--- config.mk ---
export PLATFORM = sky130hd
export DESIGN_NAME = fft_stage_seq
export DESIGN_NICKNAME = d
export VERILOG_FILES = /design/src/rtl/fft_pkg.sv /design/src/rtl/fft_addr_gen.sv /design/src/rtl/fft_stage_seq.sv
export SDC_FILE = /design/constraint.sdc
export NUM_CORES = 1
export LEC_CHECK = 0
export ABC_CLOCK_PERIOD_IN_PS = 9200
export CAP_MARGIN = 20
export CORE_MARGIN = 5
export CORE_UTILIZATION = 54
export CTS_BUF_LIST = sky130_fd_sc_hd__clkbuf_16
export DETAILED_ROUTE_END_ITERATION = 12
export GPL_TIMING_DRIVEN = 0
export HOLD_SLACK_MARGIN = 0.08
export PLACE_DENSITY = 0.85
export RECOVER_POWER = 100
export SETUP_SLACK_MARGIN = 0.4
export SYNTH_ARGS = -nofsm -noshare
export SYNTH_HDL_FRONTEND = slang
export SYNTH_HIERARCHICAL = 1
export SYNTH_SLANG_ARGS = --single-unit
export TNS_END_PERCENT = 10
--- constraint.sdc ---
create_clock -name clk -period 9.2 [get_ports clk]
set_input_delay 1.84 -clock clk [delete_from_list [all_inputs] [get_ports clk]]
set_output_delay 1.84 -clock clk [all_outputs]
set_load 0.1 [all_outputs]
--- src/rtl/fft_pkg.sv ---
// fft_pkg: shared FSM encoding, default FFT sizing and a width helper.
package fft_pkg;
  typedef enum logic [1:0] {S_IDLE, S_RUN, S_DRAIN, S_DONE} fsm_state_e;
  localparam int FFT_N_LOG2 = 4;
  localparam int FFT_RD_LAT = 1;
  function automatic int clog2(input int v);
    int r;
    r = 1;
    for (int i = 1; i < 31; i++) if ((1 << i) < v) r = i + 1;
    return r;
  endfunction
endpackage

--- src/rtl/fft_addr_gen.sv ---
// fft_addr_gen: radix-2 DIT butterfly addressing, (stage, k) -> (a, b, twiddle).
module fft_addr_gen import fft_pkg::*; #(
  parameter int N_LOG2 = FFT_N_LOG2
) (
  input  logic [N_LOG2-1:0] s,
  input  logic [N_LOG2-2:0] k,
  output logic [N_LOG2-1:0] a,
  output logic [N_LOG2-1:0] b,
  output logic [N_LOG2-2:0] tw
);
  logic [N_LOG2-1:0] kx, span, pos, sh;
  always_comb begin
    kx   = {1'b0, k};
    span = N_LOG2'(1) << s;
    pos  = kx & (span - 1'b1);
    a    = ((kx >> s) << (s + 1'b1)) | pos;
    b    = a + span;
    sh   = N_LOG2'(N_LOG2 - 1) - s;
    tw   = pos[N_LOG2-2:0] << sh;
  end
endmodule

--- src/rtl/fft_stage_seq.sv ---
// fft_stage_seq: in-place radix-2 FFT sequencer issuing one butterfly per cycle,
// with a read-latency delay line producing the matching write-back.
module fft_stage_seq import fft_pkg::*; #(
  parameter int N_LOG2 = FFT_N_LOG2,
  parameter int RD_LAT = FFT_RD_LAT
) (
  input  logic              clk,
  input  logic              rst_n,
  input  logic              start,
  output logic              busy,
  output logic              done,
  output logic              rd_en,
  output logic [N_LOG2-1:0] rd_addr_a,
  output logic [N_LOG2-1:0] rd_addr_b,
  output logic [N_LOG2-2:0] tw_addr,
  output logic              wr_en,
  output logic [N_LOG2-1:0] wr_addr_a,
  output logic [N_LOG2-1:0] wr_addr_b,
  output logic [N_LOG2-1:0] stage
);
  localparam int CW = clog2(RD_LAT);
  fsm_state_e state_q, state_d;
  logic [N_LOG2-2:0] k_q, k_d;
  logic [N_LOG2-1:0] stage_q, stage_d;
  logic [CW-1:0] cnt_q, cnt_d;
  logic [RD_LAT-1:0] den_q, den_d;
  logic [RD_LAT-1:0][N_LOG2-1:0] dwa_q, dwa_d, dwb_q, dwb_d;
  logic [N_LOG2-1:0] a, b;
  logic [N_LOG2-2:0] tw;
  fft_addr_gen #(.N_LOG2(N_LOG2)) u_addr (.s(stage_q), .k(k_q), .a(a), .b(b), .tw(tw));
  assign rd_en     = state_q == S_RUN;
  assign rd_addr_a = rd_en ? a : '0;
  assign rd_addr_b = rd_en ? b : '0;
  assign tw_addr   = rd_en ? tw : '0;
  assign busy      = state_q != S_IDLE;
  assign done      = state_q == S_DONE;
  assign stage     = stage_q;
  assign wr_en     = den_q[RD_LAT-1];
  assign wr_addr_a = dwa_q[RD_LAT-1];
  assign wr_addr_b = dwb_q[RD_LAT-1];
  always_comb begin
    state_d = state_q;
    k_d     = k_q;
    stage_d = stage_q;
    cnt_d   = cnt_q;
    unique case (state_q)
      S_IDLE: if (start) begin
        state_d = S_RUN;
        k_d     = '0;
        stage_d = '0;
      end
      S_RUN: begin
        k_d = k_q + 1'b1;
        if (&k_q) begin
          state_d = S_DRAIN;
          cnt_d   = '0;
        end
      end
      S_DRAIN: begin
        cnt_d = cnt_q + 1'b1;
        if (cnt_q == CW'(RD_LAT - 1)) begin
          state_d = (stage_q == N_LOG2'(N_LOG2 - 1)) ? S_DONE : S_RUN;
          stage_d = (stage_q == N_LOG2'(N_LOG2 - 1)) ? stage_q : stage_q + 1'b1;
        end
      end
      S_DONE: begin
        state_d = S_IDLE;
        stage_d = '0;
      end
      default: state_d = S_IDLE;
    endcase
  end
  // Write-back is the read issue delayed by the RAM/ROM latency.
  always_comb begin
    den_d    = den_q;
    dwa_d    = dwa_q;
    dwb_d    = dwb_q;
    den_d[0] = rd_en;
    dwa_d[0] = rd_addr_a;
    dwb_d[0] = rd_addr_b;
    for (int i = 1; i < RD_LAT; i++) begin
      den_d[i] = den_q[i-1];
      dwa_d[i] = dwa_q[i-1];
      dwb_d[i] = dwb_q[i-1];
    end
  end
  always_ff @(posedge clk or negedge rst_n) begin
    if (!rst_n) begin
      state_q <= S_IDLE;
      k_q     <= '0;
      stage_q <= '0;
      cnt_q   <= '0;
      den_q   <= '0;
      dwa_q   <= '0;
      dwb_q   <= '0;
    end else begin
      state_q <= state_d;
      k_q     <= k_d;
      stage_q <= stage_d;
      cnt_q   <= cnt_d;
      den_q   <= den_d;
      dwa_q   <= dwa_d;
      dwb_q   <= dwb_d;
    end
  end
endmodule

==> metrics.csv, run 1 <==
stage;metric;value;unit
worst_setup_path;CP Max Fanout;10;
pwr;Peak supply drop;0.09054;mV
worst_setup_path;Req. time, crit path;7.36;ns
place;gpl congestion;0.8388;
yosys;Syn. warnings;6;
worst_setup_path;FF-to-FF Start;stage[0];
floorplan;Die Footprint;3592;um2
floorplan;Row Count;18;
route;Iteration-0 DRC Markers;38;
yosys;Synth Register Bits;19;
yosys;Post-Syn Area per Cell;9.686;um2
route;DRC;0;
clocking;Setup Fix Bufs, Post-CTS;0;
pwr;Net Sw Frac;18.58;%
global_route;vias in the first global route;1162;
sta;Final min period;7.111;ns
floorplan;Ports;30;
global_route;initial antenna violation count;0;
yosys;post-synthesis sequential area ratio;35.32;%
global_route;met1 GRT Util;25.17;%
global_route;pin count of the biggest net entering global routing;20;
global_route;met3 Use GR;2.376;%
yosys;Yosys top cell area share;35.32;%
run_status;outcome;completed;
yosys;adder-cell share of the synthesized area;13.57;%
worst_setup_path;flop-to-flop setup slack;5.31;ns
yosys;area of the mapped netlist;1346;um2
clocking;total CTS buffers;3;
pwr;internal power;0.1420;mW
floorplan;core area;2432;um2
worst_setup_path;Worst R2R Path Depth;14;
cells_and_area;Inserted Diodes;0;
global_route;first-pass GRT wire length;5.451;mm
sta;Slew headroom;33.61;%
sta;final period utilization;77.29;%
route;Pre-Repair DR Iteration Count;4;
job;Max Cap Viol;0;
pwr;Psw;0.03242;mW
place;placed instance area;1674;um2
clocking;CTS root buffer;clkbuf_16;
clocking;Clock transition at path regs;0.06;ns
cells_and_area;Finished Cell Area;1743;um2
yosys;Cell variety after synth;50;
sta;Final TNS setup;0;ns
sta;clk_skew;0.002645;ns
sta;Worst Hold Margin;0.5644;ns
pwr;PD cells;100.1;nW/um2
sta;Slew Limit Fails;0;
yosys;Most used DFF post-synth;dfrtp_1;
floorplan;Initial Utilization;55.35;%
global_route;GRT busiest layer;met2;
global_route;GRT overflow;0;
place;I/O Buffers;29;
route;DR vias;1225;
worst_setup_path;slowest stage cell, crit path;dlygate4sd3_1;
yosys;cell with the most instances after synthesis;dfrtp_1;
worst_setup_path;critical-path cell list;clkbuf_1 > clkbuf_1 > nor4b_1 > inv_1 > ha_1 > and2_0 > a41o_1 > nand2_1 > o311ai_0 > ha_1 > a21o_1 > a211o_1 > o211ai_2 > and2_1 > dlygate4sd3_1;
clocking;# resized after CTS;0;
yosys;synth cell count leaders;dfrtp_1 (19), ha_1 (13), and2_1 (12);
yosys;syn nets;156;
yosys;Mapped Cells;139;
yosys;largest family of logic cells by synthesized area;simple AND/OR/NAND/NOR gates;
hold_path;min-delay src;state_q[1];
worst_setup_path;critical path's largest stage delay;1.20;ns
yosys;Synth area leaders;dfrtp_1 (35%), ha_1 (12%), and2_1 (5.6%);
floorplan;die span in x;59.93;um
yosys;number of synthesized flops with an enable pin;0;
sta;endpoints failing hold;0;
hold_path;Hold/Removal Path Class;register to register;
clocking;H-tree levels;1;
sta;Tightest Pin Transition;0.9925;ns
place;DP HPWL;2.405;mm
cells_and_area;share of layout cells above drive strength 1;6.977;%
route;drt via density;6.064;
worst_setup_path;crit path capture type;output pin;
yosys;asr flop ratio synth;100.0;%
clocking;CTS tree;built;
pwr;logic gate share of total power;1.3;%
pwr;Clk pwr share;50.7;%
hold_path;Worst Hold End;state_q[1];
yosys;multiplexer share of the synthesized area;2.323;%
yosys;Compound-Gate Fraction of Synth Area;15.89;%
worst_setup_path;crit path DAT;5.27;ns
pwr;share of total power in sequential cells;47.9;%
clocking;CTS Buffer Depth;2;
route;Final ANT Viol Nets;0;
floorplan;die height;59.93;um
hold_path;hold path depth;1;
worst_setup_path;r2r endpoint;wr_addr_b[3];
worst_setup_path;Setup CP Type;register to output pin;
sta;Max Fclk;0.1406;GHz
cells_and_area;Area Overhead vs Synth;29.46;%
yosys;library cell with the largest summed area after synthesis;dfrtp_1;
clocking;hold buffer count at CTS;0;
yosys;area share of and/or/nand/nor cells after synthesis;25.74;%
worst_setup_path;Worst setup SP type;register;
sta;Final setup viols;0;
cells_and_area;Final nets;190;
yosys;Synth Area in XOR/XNOR;1.952;%
clocking;Clk Latency, worst-skew pair;0.25;ns
route;wirelength, routed;3.336;mm
global_route;met2 usage;36.11;%
pwr;cell leakage power;0.7913;nW
clocking;Sinks on Clock Net;19;
route;routed len/inst;16.51;um
global_route;GR Util All Layers;20.15;%
sta;RSZ-0062 raised after global routing;no;
[power groups by stage]
stage	registers, mW	logic (mW)	clock network (mW)
2_1_floorplan	0.0851	0.0000731	0
3_3_place_gp	0.0851	0.00247	0
3_5_place_dp	0.0851	0.00261	0
4_1_cts	0.0836	0.00263	0.0893
5_1_grt	0.0835	0.00272	0.0951
6_report	0.0836	0.00235	0.0885
[worst max-delay path: cells and delay by family (launching register included)]
family	cells	cell delay, ns
compound gates	5	0.92
simple gates	4	0.91
buf+inv	4	2.08
fa+ha+maj	2	0.67
flops	1	0.44
[layout make-up]
class / instances / area (um2)
timing repair buffer: 29 / 290.3
sequential: 19 / 475.5
multi-input combinational: 104 / 800.8
tap: 30 / 37.54
inverter: 10 / 37.54
fill: 181 / 689.4
clock inverter: 1 / 3.754
clock buffer: 3 / 75.07
buffer: 6 / 22.52
[stage by stage]
stage                     util, %  setup slack [ns]  std cells  power [mW]
final                       71.66             2.089        202      0.1744
after global placement      68.83             2.913        198     0.08757
after floorplan                 -             3.088        139     0.08519
after global routing        71.66             1.811        202      0.1814
after detailed placement    68.83             2.790        198     0.08770
after CTS                   72.07             2.393        202      0.1755
[kinds of logic (layout without fill, tap and decap cells)]
family | Yosys count | in the layout
and+or+nand+nor | 56 | 56
buffers and inverters | 16 | 49
muxes | 3 | 3
DFF | 19 | 19
xor gates and xnor gates | 3 | 3
AOI/OAI and AO/OA | 28 | 28
adders and majority gates | 14 | 14
[sequential cells by signal (all words and copies together), names as in the netlist]
signal     count
k_q            3
cnt_q          1
wr_addr_b      4
state_q        2
wr_addr_a      4
stage          4
wr_en          1
[cells in the final DEF, fill, tap and decap left out, types with 4 or more instances in the layout]
cell type,synthesis,final
ha_1,13,13
a21oi_1,5,5
nand3_1,4,4
nand2_1,5,5
nand2b_1,4,4
and2_0,0,6
inv_1,10,11
dfrtp_1,19,19
clkbuf_1,3,6
and2_1,12,6
dlygate4sd3_1,0,29
nor2_1,10,10
[routing by layer]
metal / wire (um) / vias up
met5: 0 / -
met4: 33 / 0
met3: 231 / 4
met2: 1659 / 56
met1: 1411 / 598
li1: - / 567
[worst max-delay path by stage]
stage / startpoint / endpoint / slack [ns] / cells past startpoint
floorplan: stage[0] / rd_addr_b[3] / 3.09 / 14
global route: stage[0] / rd_addr_b[3] / 1.81 / 15
detailed placement: stage[0] / rd_addr_b[3] / 2.79 / 15
CTS: stage[0] / rd_addr_b[3] / 2.39 / 15
global placement: stage[0] / rd_addr_b[3] / 2.91 / 15
finish: stage[0] / rd_addr_b[3] / 2.09 / 15
(Power assumes the default switching activity.)
==> run 2, diff against run 1 <==
ABC_CLOCK_PERIOD_IN_PS = 5850   (was 9200)
CORE_UTILIZATION = 45   (was 54)
PLACE_DENSITY = 0.75   (was 0.85)
clock period = 5.85 ns   (was 9.2 ns; I/O delays follow)
==> metrics.csv, run 2 (same netlist as run 1, synthesis figures left out) <==
stage;metric;value;unit;change
worst_setup_path;critical path's largest stage delay;1.21;ns;about the same
route;met3 routed WL;162;um;-30%
route;Final ANT Viol Nets;0;;unchanged
floorplan;Row Count;19;;+1
sta;Worst Hold Margin;0.5569;ns;-0.007571 ns
floorplan;Initial Utilization;47.99;%;-7.4 points
sta;Slew headroom;21.49;%;-12 points
clocking;Clock transition at path regs;0.06;ns;about the same
place;DP HPWL;2.341;mm;-2.7%
run_status;outcome;completed;;
cells_and_area;Finished Cell Area;1744;um2;about the same
place;gpl congestion;0.7686;;-8.4%
pwr;share of total power in sequential cells;47.6;%;-0.3 points
sta;Final min period;5.562;ns;
cells_and_area;Inserted Diodes;0;;unchanged
worst_setup_path;FF-to-FF Start;stage[0];;
sta;Tightest Pin Transition;1.183;ns;+0.1902 ns
place;I/O Buffers;29;;unchanged
hold_path;Worst Hold End;state_q[1];;
sta;Slew Limit Fails;0;;unchanged
route;WL met2;1.581;mm;-4.7%
clocking;total CTS buffers;3;;unchanged
floorplan;die span in x;64.70;um;+8.0%
pwr;PD cells;158.2;nW/um2;+58%
worst_setup_path;Setup CP Type;register to output pin;;
worst_setup_path;Top Family by Delay on Critical Path;buffers and inverters;;
clocking;Clk Latency, worst-skew pair;0.25;ns;about the same
cells_and_area;most common cell after layout, fill and taps aside;dlygate4sd3_1;;
global_route;vias in the first global route;1167;;+0.43%
route;routed len/inst;15.17;um;-8.2%
sta;RSZ-0062 raised after global routing;yes;;
route;DR vias;1208;;-1.4%
cells_and_area;Final nets;190;;unchanged
floorplan;core area;2805;um2;+15%
global_route;first-pass GRT wire length;5.395;mm;-1.0%
sta;Max Fclk;0.1798;GHz;
route;highest routed layer;met4;;
clocking;hold buffer count at CTS;0;;unchanged
pwr;Psw;0.05192;mW;+60%
worst_setup_path;flop-to-flop setup slack;2.36;ns;-2.95 ns
clocking;H-tree levels;1;;unchanged
worst_setup_path;Worst R2R Path Depth;14;;unchanged
hold_path;min-delay src;state_q[1];;
floorplan;die height;64.70;um;+8.0%
clocking;Sinks on Clock Net;19;;unchanged
route;WL met1;1.301;mm;-7.8%
job;Max Cap Viol;0;;unchanged
sta;endpoints failing hold;0;;unchanged
hold_path;Hold/Removal Path Class;register to register;;
route;wirelength, routed;3.079;mm;-7.7%
hold_path;hold path depth;1;;unchanged
worst_setup_path;crit path DAT;4.39;ns;-0.88 ns
worst_setup_path;Most common cell on crit path;inv_1;;
worst_setup_path;CP Max Fanout;10;;unchanged
pwr;Net Sw Frac;18.81;%;+0.23 points
sta;Final setup viols;0;;unchanged
place;placed instance area;1675;um2;about the same
clocking;CTS Buffer Depth;2;;unchanged
worst_setup_path;Req. time, crit path;4.68;ns;-2.68 ns
global_route;GRT overflow;0;;unchanged
cells_and_area;Area Overhead vs Synth;29.55;%;about the same
cells_and_area;commonest cells after routing, fill and taps aside;dlygate4sd3_1 (27), dfrtp_1 (19), ha_1 (13);;
worst_setup_path;crit path capture type;output pin;;
worst_setup_path;Worst setup SP type;register;;
pwr;Peak supply drop;0.08391;mV;-7.3%
floorplan;Ports;30;;unchanged
global_route;initial antenna violation count;0;;unchanged
pwr;internal power;0.2241;mW;+58%
worst_setup_path;r2r endpoint;wr_addr_b[3];;
sta;clk_skew;0.005627;ns;+0.002982 ns
clocking;CTS tree;built;;
sta;final period utilization;95.08;%;
global_route;GR Util All Layers;16.14;%;-4.0 points
route;DRC;0;;unchanged
route;drt via density;5.951;;-1.9%
worst_setup_path;critical-path cell list;buf_6 > clkbuf_1 > nor4b_1 > inv_1 > ha_1 > nand2b_1 > o31ai_1 > inv_1 > fa_1 > inv_1 > and2_1 > dlygate4sd3_1;;
cells_and_area;share of layout cells above drive strength 1;8.721;%;+1.7 points
sta;Final TNS setup;0;ns;unchanged
pwr;Clk pwr share;51.0;%;+0.3 points
floorplan;Die Footprint;4185;um2;+17%
pwr;logic gate share of total power;1.3;%;about the same
worst_setup_path;slowest stage cell, crit path;dlygate4sd3_1;;
pwr;cell leakage power;0.7854;nW;-0.75%
global_route;pin count of the biggest net entering global routing;20;;unchanged
worst_setup_path;Critical path buffers and inverters;6;;+2
cells_and_area;Fillers;240;;+33%
route;Iteration-0 DRC Markers;64;;+68%
clocking;CTS root buffer;clkbuf_16;;
route;Pre-Repair DR Iteration Count;4;;unchanged
## run 2: what timing repair did
action,in CTS,in global routing
resized for setup,3,1
endpoints found under the setup margin,3,3
setup buffers,0,0
pin swaps,0,0
## run 2: worst max-delay path by stage
| stage | startpoint | endpoint | cells past startpoint |
|---|---|---|---|
| final | stage[0] | rd_addr_b[1] | 12 |
| after global placement | stage[0] | rd_addr_b[3] | 15 |
| after floorplan | stage[0] | rd_addr_b[3] | 14 |
| after CTS | stage[0] | rd_addr_b[2] | 13 |
| after detailed placement | stage[0] | rd_addr_b[3] | 15 |
| after global routing | stage[0] | rd_addr_b[1] | 12 |
## run 2: routing by layer
layer  vias to the layer above  track usage [%]
met5                         -                0
met4                         0            5.541
met3                         2            1.727
met2                        46            28.35
met1                       586            20.67
li1                        574                -
## run 2: through the flow
| step | power (mW) | cells | setup slack, ns | util [%] |
|---|---|---|---|---|
| after global routing | 0.2866 | 203 | 0.1225 | 62.18 |
| after CTS | 0.2791 | 203 | 0.2645 | 62.62 |
| after global placement | 0.1380 | 199 | 0.2579 | 59.72 |
| after detailed placement | 0.1381 | 199 | 0.2357 | 59.72 |
| after floorplan | 0.1340 | 139 | 0.4083 | - |
| final | 0.2760 | 203 | 0.2876 | 62.18 |
## run 2: worst reg2reg max path, delay by kind of cell, from the launching register on
| family | cells | cell delay, ns |
|---|---|---|
| AO/OA/AOI/OAI | 5 | 0.86 |
| AND/OR/NAND/NOR | 4 | 0.84 |
| adder cells (fa/ha/maj) | 2 | 0.64 |
| buffers and inverters | 3 | 0.61 |
| flip-flops | 1 | 0.46 |
## run 2: power groups by stage
stage                     clock network [mW]  registers [mW]  logic, mW
after detailed placement                   0           0.134    0.00429
after global placement                     0           0.134    0.00417
final                                  0.141           0.131    0.00370
after floorplan                            0           0.134   0.000115
after CTS                              0.143           0.131    0.00427
after global routing                   0.151           0.131    0.00451
## run 2: cell type report
cell class / count / area (um2) / share of cell area [%]
flip-flops and latches: 19 / 475.5 / 27.26
inverters: 10 / 37.54 / 2.152
clock inverters: 1 / 5.005 / 0.2869
repair buffers: 29 / 285.3 / 16.36
multi-input cells: 104 / 795.8 / 45.62
well taps: 31 / 38.79 / 2.224
clock buffers: 3 / 75.07 / 4.304
plain buffers: 6 / 31.28 / 1.793
==> edit, RTL diff (config.mk and constraints of run 1) <==
Put a register stage on the outputs `busy`, `done`, `tw_addr`, `wr_en`, `wr_addr_a` and `wr_addr_b`. The values now appear one clock later. The other outputs are not delayed to match.
--- a/src/rtl/fft_stage_seq.sv
+++ b/src/rtl/fft_stage_seq.sv
@@ -31,13 +31,15 @@
   assign rd_en     = state_q == S_RUN;
   assign rd_addr_a = rd_en ? a : '0;
   assign rd_addr_b = rd_en ? b : '0;
-  assign tw_addr   = rd_en ? tw : '0;
-  assign busy      = state_q != S_IDLE;
-  assign done      = state_q == S_DONE;
   assign stage     = stage_q;
-  assign wr_en     = den_q[RD_LAT-1];
-  assign wr_addr_a = dwa_q[RD_LAT-1];
-  assign wr_addr_b = dwb_q[RD_LAT-1];
+  always_ff @(posedge clk) begin
+    busy      <= state_q != S_IDLE;
+    done      <= state_q == S_DONE;
+    tw_addr   <= rd_en ? tw : '0;
+    wr_en     <= den_q[RD_LAT-1];
+    wr_addr_a <= dwa_q[RD_LAT-1];
+    wr_addr_b <= dwb_q[RD_LAT-1];
+  end
   always_comb begin
     state_d = state_q;
     k_d     = k_q;
Formal check against the unedited RTL: not equivalent (a bounded check fails within 4 cycles, from zero or initial values and one cycle with rst_n low).
==> edit against run 1 <==
- sequential cell count is 14 higher
- design area grew 21%
- area after synthesis up 23%
- sequential power grew 73%
- wire length grew 2.4%
- utilization down 1.6 points
- power is 70% higher
- worst setup slack improved by 0.10 ns
- critical path type unchanged
==> edit: results <==
timing:
  setup_tns_ns: 0
  fmax_mhz: 143
  slew_viol_final: 0
  maxSlewHeadroom: 0.341
  clock_skew_ns: 0.00402
clock_tree:
  numCtsBuffers: 5
  insertion_delay_ns: 0.27
  path_clk_slew_ns: 0.05
  post-cts-setup-buffers: 0
  cts_max_level: 2
  cts_root_buf: "clkbuf_16"
  cts_hold_buf: 0
  cts.path.max_buffers: 2
global_route:
  grt_max_degree: 20
  antenna_found_initial: 0
  grt_pass1_vias: 1315
  grtUsageTotal: 0.182
  grt_pass1_wl_mm: 5.88
synth:
  async_reset_ff_frac: 0.576
  yosysUniqueCellTypes: 49
  synth-seq-area-share: 0.457
  syn-num-nets: 172
  synthTopCellsByCount: "dfrtp_1 (19), dfxtp_1 (14), ha_1 (13), and2_1 (12), inv_1 (10)"
  synth_area_leaders: "dfrtp_1 (29%), dfxtp_1 (17%), ha_1 (9.8%), and2_1 (4.5%), inv_1 (2.3%)"
final_layout:
  num-nets-final: 208
  diodes: 0
  drive_gt1_frac: 0.0785
  fill_cells: 222
detailed_routing:
  first_iter_violations: 79
  wl_per_cell_um: 15.3
  vias_per_cell: 5.87
  drt-pass1-iter-count: 4
worst_hold_path:
  whs_path_depth: 0
  worstHoldPathType: "reg -> reg"
placement:
  io_buffer_count: 29
  dp_slack_ns: 2.87
  gp_congestion: 0.819
  hpwl_mm: 2.42
worst_setup_path:
  ff2ff_setup_slack_ns: 5.40
  worstPathArrival_ns: 5.17
  worst-path-max-fanout: 10
power_and_ir_drop:
  p_int_mw: 0.241
  leakage_nw: 0.979
  ir_drop_uv: 77.1
job:
  cap_violations: 0
status:
  status: "complete, no violations"
edit: per-layer routing:
metal / track usage / part of all wire
met1: 0.203 / 0.40
met5: 0 / 0
met2: 0.308 / 0.50
met4: 0.111 / 0.038
met3: 0.0496 / 0.065
edit: path summary, 6_finish.rpt:
path | startpoint | endpoint
setup / recovery | stage[0]$_DFFE_PN0P_ | rd_addr_b[3]
hold / removal | dwb_q[0]$_DFF_PN0_ | wr_addr_b[0]$_DFF_P_
setup reg to reg | stage[0]$_DFFE_PN0P_ | dwb_q[3]$_DFF_PN0_
hold reg to reg | dwb_q[0]$_DFF_PN0_ | wr_addr_b[0]$_DFF_P_
max in group asynchronous | rst_n | den_q$_DFF_PN0_
min in group asynchronous | rst_n | dwa_q[1]$_DFF_PN0_
edit: critical path, stage by stage, from the launching register on:
cell	delay, ns
dfrtp_1	0.42
clkbuf_1	0.33
clkbuf_1	0.35
nor4b_1	0.47
inv_1	0.17
ha_1	0.28
and2_0	0.19
a41o_1	0.21
nand2_1	0.07
o311ai_0	0.17
ha_1	0.39
a21oi_1	0.12
a31o_2	0.23
o211ai_2	0.12
and2_1	0.15
dlygate4sd3_1	1.20
edit: logic make-up after synthesis:
family | share of synthesized area
adder cells (fa/ha/maj) | 0.110
AO/OA/AOI/OAI | 0.122
buffers and inverters | 0.0537
XOR/XNOR | 0.0106
AND/OR/NAND/NOR | 0.222
flip-flops | 0.457
multiplexers | 0.0249
edit: final cells by class:
| class | instances | area [um2] | share of cell area |
|---|---|---|---|
| clock inverter | 2 | 7.51 | 0.00357 |
| tap | 33 | 41.3 | 0.0196 |
| timing repair buffer | 29 | 290 | 0.138 |
| sequential | 33 | 756 | 0.359 |
| inverter | 10 | 37.5 | 0.0178 |
| multi-input combinational | 105 | 811 | 0.385 |
| buffer | 7 | 35.0 | 0.0167 |
| clock buffer | 5 | 125 | 0.0595 |
edit: stage by stage:
stage                     instance area (um2)  hold slack, ns  instances
after floorplan                          1660           0.324        155
after global placement                   1990           0.325        217
after detailed placement                 1990           0.329        217
after CTS                                2120           0.340        224
after global routing                     2100           0.350        224
final                                    2100           0.338        224
edit: power by group through the flow:
| stage | Sequential (mW) | Clock, mW | Combinational (mW) |
|---|---|---|---|
| after global routing | 0.144 | 0.161 | 0.00288 |
| after floorplan | 0.147 | 0 | 0.0000732 |
| after CTS | 0.144 | 0.153 | 0.00275 |
| after global placement | 0.147 | 0 | 0.00258 |
| after detailed placement | 0.147 | 0 | 0.00273 |
| final | 0.145 | 0.149 | 0.00242 |
